===== config.mk =====
export PLATFORM = sky130hd
export DESIGN_NAME = ufm_host_link_master
export DESIGN_NICKNAME = d
export VERILOG_FILES = /design/src/rtl/ufm_host_link_master.sv
export SDC_FILE = /design/constraint.sdc
export NUM_CORES = 1
export LEC_CHECK = 0
export BUFFER_PORTS_ARGS = -buffer_cell sky130_fd_sc_hd__buf_2
export CAP_MARGIN = 20
export CORE_AREA = 5 5 277 225
export CTS_BUF_LIST = sky130_fd_sc_hd__clkbuf_8 sky130_fd_sc_hd__clkbuf_16
export CTS_CLUSTER_SIZE = 14
export DETAILED_ROUTE_END_ITERATION = 8
export DIE_AREA = 0 0 282 230
export HOLD_SLACK_MARGIN = 0.02
export PLACE_DENSITY_LB_ADDON = 0.1
export SLEW_MARGIN = 0
export SYNTH_ARGS = -nofsm -noshare
export SYNTH_HDL_FRONTEND = slang
export SYNTH_SLANG_ARGS = --single-unit
export TNS_END_PERCENT = 10

===== constraint.sdc =====
create_clock -name clk -period 18 [get_ports clk]
set_input_delay 5.4 -clock clk [delete_from_list [all_inputs] [get_ports clk]]
set_output_delay 5.4 -clock clk [all_outputs]
set_load 0.02 [all_outputs]

===== src/rtl/ufm_host_link_master.sv =====
// ---------------------------------------------------------------------------
// ufm_host_link_master
//
// Host-side initiator of the miner-FPGA byte link. Serialises one work unit
// (midstate + data) into IN_BYTES byte strobes on read/rd_clk. Reads back one
// result of OUT_BYTES bytes using wr_start/wr_clk, sampling the write bus.
//
// rd_clk and wr_clk are level-toggle strobes. Every edge of either one moves
// one byte. They keep their level between transfers, and only reset clears
// them.
//
// Ports
//   clk         single clock
//   reset       synchronous reset, active-high; aborts any transfer
//   work_valid  work word offered (hold until work_ready)
//   work_data   {midstate, data}; bits [7:0] go out first
//   work_ready  one-cycle pulse: work word accepted
//   rd_req      result readback requested (hold until rd_ack)
//   rd_ack      one-cycle pulse: readback accepted
//   res_valid   result word held valid until res_valid & res_ready
//   res_data    result; first byte received lands in [7:0]
//   res_ready   result consumed
//   busy        FSM not in IDLE
//   select      link select, high whenever not in IDLE
//   rd_clk      write strobe to slave (toggle per byte)
//   read        byte to slave, 0 in IDLE
//   wr_start    readback latch request
//   wr_clk      readback shift strobe (toggle per byte)
//   write       byte from slave
// ---------------------------------------------------------------------------
module ufm_host_link_master #(
    parameter int STEP      = 4,   // clk cycles per half-strobe, >= 4
    parameter int SETTLE    = 16,  // clk cycles before sampling write, >= 10
    parameter int IN_BYTES  = 44,
    parameter int OUT_BYTES = 16
) (
    input  logic                   clk,
    input  logic                   reset,
    input  logic                   work_valid,
    input  logic [IN_BYTES*8-1:0]  work_data,
    output logic                   work_ready,
    input  logic                   rd_req,
    output logic                   rd_ack,
    output logic                   res_valid,
    output logic [OUT_BYTES*8-1:0] res_data,
    input  logic                   res_ready,
    output logic                   busy,
    output logic                   select,
    output logic                   rd_clk,
    output logic [7:0]             read,
    output logic                   wr_start,
    output logic                   wr_clk,
    input  logic [7:0]             write
);

    localparam int IN_W  = IN_BYTES * 8;
    localparam int OUT_W = OUT_BYTES * 8;

    localparam logic [4:0] STEP_LAST   = 5'(STEP - 1);
    localparam logic [4:0] START_LAST  = 5'(2 * STEP - 1);
    localparam logic [4:0] SETTLE_LAST = 5'(SETTLE - 1);
    localparam logic [5:0] IN_LAST     = 6'(IN_BYTES - 1);
    localparam logic [5:0] OUT_LAST    = 6'(OUT_BYTES - 1);

    typedef enum logic [2:0] {
        IDLE,
        W_SETUP,
        W_STROBE,
        R_START,
        R_SETTLE,
        R_SAMPLE
    } state_t;

    state_t          state;
    logic [4:0]      step_cnt;   // step / settle counter
    logic [5:0]      byte_cnt;   // bytes done in the current transfer
    logic [IN_W-1:0] shreg;

    logic accept_work;
    logic accept_rd;

    // A write is held off only while a result sits unread and a readback is
    // also pending. A readback needs the result slot free. A slot that is
    // consumed in this same cycle counts as free.
    assign accept_work = (state == IDLE) && work_valid && (!res_valid || !rd_req);
    assign accept_rd   = (state == IDLE) && rd_req && !work_valid &&
                         (!res_valid || res_ready);

    // NOTE: the work shift register is pure datapath. It is loaded on every
    // acceptance, and read only after that load, so it has no reset. This
    // keeps the reset net off 352 flops.
    always_ff @(posedge clk) begin
        if (accept_work) begin
            shreg <= work_data;
        end else if (state == W_STROBE && step_cnt == STEP_LAST) begin
            shreg <= {8'h00, shreg[IN_W-1:8]};
        end
    end

    // NOTE: all state and outputs use non-blocking assignments, so every
    // branch sees the values from the start of the cycle. The arbitration
    // and the counter compares rely on that.
    always_ff @(posedge clk) begin
        if (reset) begin
            state      <= IDLE;
            step_cnt   <= '0;
            byte_cnt   <= '0;
            work_ready <= 1'b0;
            rd_ack     <= 1'b0;
            res_valid  <= 1'b0;
            res_data   <= '0;
            busy       <= 1'b0;
            select     <= 1'b0;
            rd_clk     <= 1'b0;
            read       <= 8'h00;
            wr_start   <= 1'b0;
            wr_clk     <= 1'b0;
        end else begin
            work_ready <= 1'b0;
            rd_ack     <= 1'b0;

            if (res_valid && res_ready) begin
                res_valid <= 1'b0;
            end

            case (state)
                IDLE: begin
                    if (accept_work) begin
                        work_ready <= 1'b1;
                        select     <= 1'b1;
                        busy       <= 1'b1;
                        read       <= work_data[7:0];
                        step_cnt   <= '0;
                        byte_cnt   <= '0;
                        state      <= W_SETUP;
                    end else if (accept_rd) begin
                        rd_ack   <= 1'b1;
                        select   <= 1'b1;
                        busy     <= 1'b1;
                        wr_start <= 1'b1;
                        step_cnt <= '0;
                        byte_cnt <= '0;
                        state    <= R_START;
                    end
                end

                // read is already stable. Count out the setup time, then
                // strobe.
                W_SETUP: begin
                    if (step_cnt == STEP_LAST) begin
                        step_cnt <= '0;
                        rd_clk   <= ~rd_clk;
                        state    <= W_STROBE;
                    end else begin
                        step_cnt <= step_cnt + 5'd1;
                    end
                end

                // Hold read after the toggle, then present the next byte.
                W_STROBE: begin
                    if (step_cnt == STEP_LAST) begin
                        step_cnt <= '0;
                        if (byte_cnt == IN_LAST) begin
                            read   <= 8'h00;
                            select <= 1'b0;
                            busy   <= 1'b0;
                            state  <= IDLE;
                        end else begin
                            byte_cnt <= byte_cnt + 6'd1;
                            read     <= shreg[15:8];
                            state    <= W_SETUP;
                        end
                    end else begin
                        step_cnt <= step_cnt + 5'd1;
                    end
                end

                R_START: begin
                    if (step_cnt == START_LAST) begin
                        step_cnt <= '0;
                        wr_start <= 1'b0;
                        state    <= R_SETTLE;
                    end else begin
                        step_cnt <= step_cnt + 5'd1;
                    end
                end

                R_SETTLE: begin
                    if (step_cnt == SETTLE_LAST) begin
                        step_cnt <= '0;
                        state    <= R_SAMPLE;
                    end else begin
                        step_cnt <= step_cnt + 5'd1;
                    end
                end

                // New byte enters at the top. After OUT_BYTES captures, the
                // first byte received has shifted down to [7:0]. The last
                // capture does not advance the slave.
                R_SAMPLE: begin
                    res_data <= {write, res_data[OUT_W-1:8]};
                    if (byte_cnt == OUT_LAST) begin
                        res_valid <= 1'b1;
                        select    <= 1'b0;
                        busy      <= 1'b0;
                        state     <= IDLE;
                    end else begin
                        byte_cnt <= byte_cnt + 6'd1;
                        wr_clk   <= ~wr_clk;
                        state    <= R_SETTLE;
                    end
                end

                default: begin
                    select <= 1'b0;
                    busy   <= 1'b0;
                    state  <= IDLE;
                end
            endcase
        end
    end

endmodule


; After elaboration in Yosys (flattened, before gate mapping)
; Index checks and enable logic that the tools add are counted.
[totals]
input_bits = 365
ff_bits = 509
out_inout_bits = 144
elab_cells = 113
[classes]
mux = 41
reduce_logical = 30
n_addsub = 2
eq_ne = 22
n_bitwise = 5
[ops]
columns = cell, n
row1 = $mux 352, 2
row2 = $mux 6, 5
row3 = $mux 5, 5
row4 = $mux 8, 3
row5 = $mux 3, 7
row6 = $pmux 5 s4, 1
row7 = $ne 2x2->1 const B, 9
row8 = $pmux 3 s6, 1
row9 = $pmux 6 s3, 1
row10 = $pmux 8 s2, 1
row11 = $reduce_and 5->1, 3
row12 = $mux 1, 13
row13 = $logic_and 1x1->1, 7
row14 = $add 6x1->6 const B, 1
row15 = $eq 3x2->1 const B, 2
row16 = $eq 3x3->1 const B, 2
row17 = $eq 6x4->1 const B, 1
row18 = $eq 6x6->1 const B, 1
row19 = $reduce_and 2->1, 3
row20 = $reduce_bool 2->1, 3
row21 = $reduce_or 3->1, 2
row22 = $add 5x1->5 const B, 1
row23 = $eq 5x2->1 const B, 1
row24 = $eq 5x3->1 const B, 1
row25 = other kinds (15), 24

; Depth between registers and ports, before layout
; Gate-level depths: netlist of the first run.
[depth]
ltp_word = 7
mapped_depth = 9

; Worst setup path before layout of the first run
; Ideal clock, no wire load.
[synth_path]
path_type = in2reg
start = input port rd_req
end = register read[0]
t_arrival_ns = 10.113
setup_slack_ns = 7.515
path_stages = 5
setup_ns = 0.372
path_cell_list = nand2_1 -> nand3_1 -> o21ai_2 -> buf_2 -> a311oi_1
[synth_between]
elab_chain_cells = 5
[synth_lines]
columns = element, line_no
row1 = start: declaration, 42  ; input logic rd_req,
row2 = $logic_not 1->1, 85  ; assign accept_work = (state == IDLE) && work_valid && (!res_valid || !rd_req);
row3 = $logic_or 1x1->1, 85
row4 = $logic_and 1x1->1, 85
row5 = $ne 2x2->1 (no source line), n/a
row6 = $reduce_and 3->1 (no source line), n/a
row7 = end signal: assignment, 132  ; read <= work_data[7:0];
row8 = end signal: assignment, 170  ; read <= shreg[15:8];
row9 = end: declaration, 50  ; output logic [7:0] read,
; No other way between the ends.
; A chain may end at the register's enable or synchronous reset.

; Final worst setup path of the first run
[layout_path]
start = input port rd_req
end = register shreg[206], enable pin
[layout_between]
elab_chain_cells = 4
[layout_lines]
columns = element, line_no
row1 = $logic_not 1->1, 85
row2 = $logic_or 1x1->1, 85
row3 = $logic_and 1x1->1, 85
row4 = $reduce_bool 2->1 (no source line), n/a
row5 = end signal: assignment, 94  ; shreg <= work_data;
row6 = end signal: assignment, 96  ; shreg <= {8'h00, shreg[IN_W-1:8]};
row7 = end: declaration, 77  ; logic [IN_W-1:0] shreg;
; No other way between the ends.

==> impl_metrics.toml, run 1 <==
[placed_design]
pre_cts_ws_ns = 8.87
dpl.cell_count = 3362
gp_congestion = 0.837
portBuffers = 508
place_hpwl_microns = 41400

[timing]
setup_viol = 0
tightest_slew_ns = 1.10
fmaxAchievable_ghz = 0.119
setup_tns_ns = 0
fin_skew_ns = 0.0156
holdWs_ns = 0.453
worst_slack_ns = 9.61
period_needed_ns = 8.39
period_share = 0.466
slew_viol_final = 0
rsz0062_at_grt = "no"
relSlewSlack = 0.266
hold_viol = 0

[logic_synthesis]
ys_seq_area_frac = 0.659
synth_common_cells = "nand2_1, edfxtp_1, dfxtp_1"
ys.flop_type = "edfxtp_1"
yosysMostFrequentCell = "nand2_1"
syn_avg_cell_area_sq_um = 9.32
synth-async-reset-ratio = 0
synth_nets = 2563
synth_area_leaders = "edfxtp_1, nand2_1, dfxtp_1"
synth_top_area_frac = 0.505
syn_area_sq_um = 20400
yosysWarnings = 0
yosys.area.top_type = "edfxtp_1"
ys_types = 53
synth-edff-count = 344
ys_ff_latch = 501
synthCells = 2194

[route]
via_count = 16200
drc = 0
routed_wl_microns = 59500
wl_per_cell_microns = 17.1
drt_pre_antenna_iters = 5
drtIter0Drc = 1024
ant_nets = 0
vias_per_cell = 4.66

[power]
power_leakage_nw = 11.2
ir_worst_vdd_mv = 0.0907
p_per_area_nw_per_um2 = 146

[status]
status = "finished clean"

[clocking]
cts.repair.resized = 0
cts_buffer_depth = 3
hold_buffers = 0
clock-root-buffer = "clkbuf_16"
insertion_delay_ns = 0.59
cts_tree = "done"
path_clk_slew_ns = 0.06
cts_setup_buffers = 0
cts-buffers-inserted = 53
cts.htree.levels = 2
cts_sinks = 501

[final_layout]
final_net_count = 3007
drive_gt1_frac = 0.228
final_cells = 3473
syn_to_final_growth_pct = 23.6

[global_route]
grt_pass1_wl_microns = 90700
grt_pass1_vias = 16200
antenna_found_initial = 26
overflow = 0
track_usage = 0.176
grt_max_degree = 211

[critical_path]
crit_path_frequent_cell = "buf_4"
cp_top_family = "buffers and inverters"
critPathKind = "primary input to flip-flop"
end_kind = "flip-flop"
worstPathRequired_ns = 18.21
path_buf_inv = 3
critPathMaxFanout = 82
critPathLaunchType = "primary input"
r2r_setup_slack_ns = 13.38
crit_chain = "buf_2 -> nand2_1 -> nand3_4 -> o21ai_4 -> buf_4 -> buf_4"
crit_arrival_ns = 8.60
cp_slowest_cell = "buf_4"
max_stage_delay_ns = 0.91

[hold_path]
hp-class = "flip-flop to flip-flop"

[floorplan]
core_sq_um = 59200
num_rows = 80
io_pins = 509
die_area_sq_um = 64900
start_util = 0.346
die_h_microns = 230
die_w_microns = 282

[run]
cap_violations = 0
## state kept, by name (all words and copies together) (netlist names)
signal      flops
read            8
rd_ack          1
state           3
wr_start        1
byte_cnt        6
work_ready      1
shreg         344
wr_clk          1
step_cnt        5
rd_clk          1
select          1
res_valid       1
res_data      128
## tightest hold or removal path: cells and delay by family (launching register included)
kind | cells | cell delay (ns)
compound gates | 1 | 0.05
flops | 1 | 0.31
simple gates | 1 | 0.05
## routing by layer
metal / wire length (microns) / vias to the layer above / GRT usage
met5: 183 / - / 0
met4: 1230 / 28 / 0.0416
met3: 4340 / 106 / 0.0516
met2: 28800 / 379 / 0.299
met1: 25000 / 7596 / 0.221
li1: - / 8068 / -
## path summary, 6_finish.rpt
path / from / endpoint / depth (start not counted)
hold reg to reg: res_data[6] / res_data[6] / 2
hold / removal: res_data[6] / res_data[6] / 2
setup reg to reg: state[0] / shreg[206] / 5
setup / recovery: rd_req / shreg[206] / 6
## report_power, final
part	switching [mW]	total, mW	leakage, nW	internal, mW
Clock	0.454	1.04	0.888	0.587
Combinational	0.596	0.846	5.79	0.250
Sequential	0.0978	1.80	4.55	1.70
Total	1.15	3.69	11.2	2.54
## cell usage in the layout, fill, tap and decap left out, types with 3 or more instances in the layout
cell type / Yosys / layout
clkinv_1: 1 / 8
inv_1: 6 / 22
nand3b_1: 3 / 3
clkbuf_8: 0 / 5
nand2b_1: 10 / 10
clkbuf_16: 0 / 55
buf_2: 24 / 507
diode_2: 0 / 12
a311oi_1: 12 / 12
edfxtp_1: 344 / 344
nand3_1: 22 / 20
nor2_1: 21 / 21
ha_1: 4 / 4
nand2_1: 1282 / 1282
and2_1: 8 / 8
a21oi_1: 143 / 143
dfxtp_1: 157 / 157
clkinv_2: 0 / 11
o21ai_0: 6 / 6
buf_4: 1 / 11
## cell families after synthesis
| logic type | Yosys count | share of synthesized area |
|---|---|---|
| fa+ha+maj | 4 | 0.00245 |
| flops | 501 | 0.659 |
| simple gates | 1361 | 0.258 |
| xor+xnor | 3 | 0.00129 |
| buf+inv | 138 | 0.0270 |
| compound gates | 187 | 0.0526 |
## stage by stage
stage	util	total power, mW	area, sq um
detailed placement	0.399	2.69	23600
CTS	0.427	3.75	25200
global placement	0.399	2.67	23600
floorplan	-	2.44	20400
finish	0.427	3.69	25300
global route	0.427	3.93	25300
## cell type report
| cell class | count | area (sq um) |
|---|---|---|
| Timing Repair Buffer | 520 | 2660 |
| Tap cell | 779 | 975 |
| Sequential cell | 501 | 13500 |
| Clock buffer | 60 | 1450 |
| Inverter | 7 | 26.3 |
| Clock inverter | 39 | 209 |
| Antenna cell | 12 | 30.0 |
| Fill cell | 5942 | 33900 |
| Multi-Input combinational cell | 1555 | 6460 |
Note: power is estimated with default switching activity, not from simulation.
==> inputs of run 2 (changes only) <==
Clock period 18 ns to 8.45 ns, I/O delays scaled along.
==> run 2 against run 1 <==
Worst setup slack got worse by 5.9 ns. Via count increased by 0.72%. First-iteration DRC count grew 18%. Critical path type unchanged.
==> impl_metrics.toml, run 2 (synthesis gave the netlist of run 1 again) <==
[status]
status = "finished clean"

[route]
drtIter0Drc = 1208
wl_per_cell_microns = 17.2
drc = 0
via_count = 16300
drt_pre_antenna_iters = 5
ant_nets = 0
vias_per_cell = 4.70
routed_wl_microns = 59500

[clocking]
insertion_delay_ns = 0.57
cts.htree.levels = 2
cts.repair.resized = 0
cts_tree = "done"
cts-buffers-inserted = 52
cts_setup_buffers = 0
cts_buffer_depth = 3
hold_buffers = 0
path_clk_slew_ns = 0.06
clock-root-buffer = "clkbuf_16"
cts_sinks = 501

[hold_path]
holdPathStages = 2
hp-start = "res_data[7]"
hp-class = "flip-flop to flip-flop"
hold-path-endpoint = "res_data[7]"

[critical_path]
critPathKind = "primary input to flip-flop"
crit_arrival_ns = 4.90
r2r_start = "state[0]"
r2r_setup_slack_ns = 4.71
critPathMaxFanout = 186
reg2reg_to = "shreg[188]"
critPathLaunchType = "primary input"
worstPathRequired_ns = 8.63
end_kind = "flip-flop"
worstRegToRegCells = 4

[timing]
slew_viol_final = 0
relSlewSlack = 0.263
fmaxAchievable_ghz = 0.212
setup_tns_ns = 0
period_needed_ns = 4.72
period_share = 0.558
setup_viol = 0
hold_viol = 0
fin_skew_ns = 0.00934
tightest_slew_ns = 1.11
rsz0062_at_grt = "no"

[global_route]
grt-busiest-layer = "met2"
overflow = 0
antenna_found_initial = 24
grt_pass1_vias = 16200
grt_pass1_wl_microns = 89800
met2_usage = 0.288
grtUsageMet3 = 0.0443
grtUsageMet1 = 0.228
grt_max_degree = 209
track_usage = 0.174

[final_layout]
syn_to_final_growth_pct = 23.6
top_register = "shreg"
final_common_cell = "nand2_1"
layout_common_cells = "nand2_1, buf_2, edfxtp_1"
drive_gt1_frac = 0.226
reg_top3 = "shreg x344, res_data x128, read x8"
largest_reg_flops = 344
final_net_count = 3005

[power]
pwr-share-comb = 0.232
power_leakage_nw = 11.2
clock_power_share = 0.280
seq_power_share = 0.488
p_per_area_nw_per_um2 = 310
internal_power_mw = 5.42
swShare = 0.309
finalPower_mw = 7.84
ir_worst_vdd_mv = 0.242
p_switching_mw = 2.42

[floorplan]
core_sq_um = 59200
io_pins = 509
die_w_microns = 282
die_area_sq_um = 64900
start_util = 0.346
num_rows = 80
die_h_microns = 230

[placed_design]
place_hpwl_microns = 41000
gp_congestion = 0.828
portBuffers = 508

[run]
cap_violations = 0
==> run 2: power groups by stage <==
stage	Clock (mW)	Combinational, mW	Sequential (mW)
after floorplan	0	1.32	3.89
after global placement	0	1.84	3.86
after detailed placement	0	1.87	3.87
after CTS	2.27	1.87	3.82
after global routing	2.36	2.11	3.88
final	2.20	1.82	3.82
==> run 2: cell type report <==
cell class	instances	area (sq um)
Antenna cell	10	25.0
Clock buffer	60	1420
Clock inverter	34	193
Fill cell	5939	33900
Inverter	7	26.3
Multi-Input combinational cell	1555	6460
Sequential cell	501	13500
Tap cell	779	975
Timing Repair Buffer	519	2700
==> run 2: through the flow <==
stage | instances | util | area (sq um) | hold slack, ns | worst slack, ns
global placement | 3360 | 0.399 | 23600 | 0.440 | 3.14
finish | 3465 | 0.427 | 25300 | 0.456 | 3.73
floorplan | 2194 | - | 20400 | 0.459 | 0.830
detailed placement | 3360 | 0.399 | 23600 | 0.450 | 3.12
CTS | 3454 | 0.426 | 25200 | 0.458 | 3.75
global route | 3461 | 0.427 | 25300 | 0.488 | 3.52
==> run 2: how the worst max path moves through the flow <==
stage	start	to	slack [ns]	cells past startpoint
6_report	rd_req	shreg[188]	3.73	5
5_1_grt	rd_req	shreg[206]	3.52	5
3_3_place_gp	rd_req	shreg[188]	3.14	5
2_1_floorplan	rd_req	read[0]	0.83	5
3_5_place_dp	rd_req	shreg[166]	3.12	5
4_1_cts	rd_req	shreg[190]	3.75	5
==> run 2: critical path: stages <==
cell,delay (ns)
buf_2,0.12
nand2_1,0.15
nand3_4,0.48
o21ai_4,0.64
buf_12,0.68
==> run 2: metal layers <==
metal / part of all wire / wire length, microns
met5: 0.0030 / 178
met2: 0.48 / 28400
met1: 0.43 / 25500
met4: 0.021 / 1270
met3: 0.069 / 4120
==> inputs of run 3 (changes only) <==
Clock period 8.45 ns to 4.5 ns, I/O delays scaled along.
==> run 3 against run 2 <==
Worst setup slack got worse by 2.4 ns. Critical endpoint is now shreg[230]. Combinational power rose by 97%. Clock power rose by 92%. Clock skew rose by 0.0061 ns. Largest power group unchanged. Critical path depth fell by 2. Core utilization rose by 0.44 points. Clock-buffer cell count fell by 4. Power rose by 91%.
==> impl_metrics.toml, run 3 (synthesis gave the netlist of run 1 again) <==
[route]
via_count = 16300
drtIter0Drc = 1208
ant_nets = 0
routed_wl_microns = 60000
drt_pre_antenna_iters = 5
vias_per_cell = 4.70
drc = 0
wl_per_cell_microns = 17.2

[timing]
period_share = 0.702
period_needed_ns = 3.16
rsz0062_at_grt = "no"
fin_skew_ns = 0.0155
relSlewSlack = 0.384
hold_viol = 0
tightest_slew_ns = 0.920
setup_viol = 0
slew_viol_final = 0
worst_slack_ns = 1.34
holdWs_ns = 0.453
setup_tns_ns = 0
fmaxAchievable_ghz = 0.317

[clocking]
insertion_delay_ns = 0.58
cts.repair.resized = 0
cts_setup_buffers = 0
clock-root-buffer = "clkbuf_16"
path_clk_slew_ns = 0.06
cts_buffer_depth = 3
cts_tree = "done"
cts_sinks = 501
cts-buffers-inserted = 51
cts.htree.levels = 2
hold_buffers = 0

[final_layout]
reg_top3 = "shreg x344, res_data x128, read x8"
fin_util = 0.432
top_register = "shreg"
largest_reg_flops = 344
syn_to_final_growth_pct = 24.9
layout_common_cells = "nand2_1, buf_2, edfxtp_1"
final_net_count = 3023
final_common_cell = "nand2_1"
drive_gt1_frac = 0.231
finalInstanceArea_sq_um = 25500

[floorplan]
io_pins = 509
die_area_sq_um = 64900
die_w_microns = 282
die_h_microns = 230
num_rows = 80
core_sq_um = 59200
start_util = 0.346

[critical_path]
worstPathRequired_ns = 4.70
critPathLaunchType = "flip-flop"
startpoint = "state[1]"
critPathKind = "flip-flop to flip-flop"
end_kind = "flip-flop"
r2r_start = "state[1]"
critPathMaxFanout = 46
crit_arrival_ns = 3.36

[global_route]
overflow = 0
grt_pass1_vias = 16400
grt_max_degree = 144
antenna_found_initial = 13
track_usage = 0.177
grt_pass1_wl_microns = 91300

[power]
p_switching_mw = 4.60
p_per_area_nw_per_um2 = 587
internal_power_mw = 10.4
pwr-share-comb = 0.239
power_leakage_nw = 11.3
clock_power_share = 0.282
ir_worst_vdd_mv = 0.276
seq_power_share = 0.479
swShare = 0.307

[placed_design]
portBuffers = 508
pre_cts_ws_ns = 1.13
dpl_cell_area_sq_um = 23900
gp_congestion = 0.849
place_hpwl_microns = 42800

[hold_path]
hp-start = "res_data[0]"
hp-class = "flip-flop to flip-flop"

[status]
status = "finished clean"

[run]
cap_violations = 0
==> run 3: cell count changes in the layout (fill, tap and decap cells not counted), moves of 2 or more <==
cell       change
buf_4         +11
buf_12         +9
clkinv_1       +5
clkbuf_8       -4
diode_2        -4
inv_1          -4
bufinv_16      +3
clkinv_2       -2
==> run 3: cell type report <==
type | count | area, sq um
inverters | 7 | 26.3
diodes | 6 | 15.0
repair buffers | 538 | 2930
fillers | 5897 | 33600
clock buffers | 56 | 1370
clock inverters | 37 | 284
multi-input cells | 1555 | 6460
well taps | 779 | 975
flip-flops and latches | 501 | 13500
==> run 3: worst max-delay path, stage by stage, from the launching register on <==
cell	delay (ns)
dfxtp_1	0.71
nand3_1	0.51
o21ai_4	0.89
buf_4	0.62
==> run 3: routing by layer <==
metal  vias to the layer above  global-route usage  routed length (microns)
met5                         -                   0                       97
met4                        14              0.0379                     1040
met3                        76              0.0400                     3640
met2                       403               0.296                    29100
met1                      7744               0.237                    26100
li1                       8097                   -                        -
==> run 3: path summary, 6_finish.rpt <==
kind	end	slack, ns	cells after the start
max reg2reg	shreg[230]	1.34	3
min	res_data[0]	0.45	2
min reg2reg	res_data[0]	0.45	2
max	shreg[230]	1.34	3
==> run 3: stage by stage <==
step / total power, mW / std cells
final: 15.0 / 3479
after global routing: 16.0 / 3474
after CTS: 15.2 / 3473
after detailed placement: 10.9 / 3380
after global placement: 10.9 / 3380
after floorplan: 9.66 / 2194
==> run 3: power groups by stage <==
stage | logic [mW] | clock network, mW | registers [mW]
2_1_floorplan | 2.48 | 0 | 7.18
3_3_place_gp | 3.60 | 0 | 7.27
3_5_place_dp | 3.68 | 0 | 7.27
4_1_cts | 3.69 | 4.36 | 7.19
5_1_grt | 4.13 | 4.55 | 7.29
6_report | 3.59 | 4.22 | 7.18
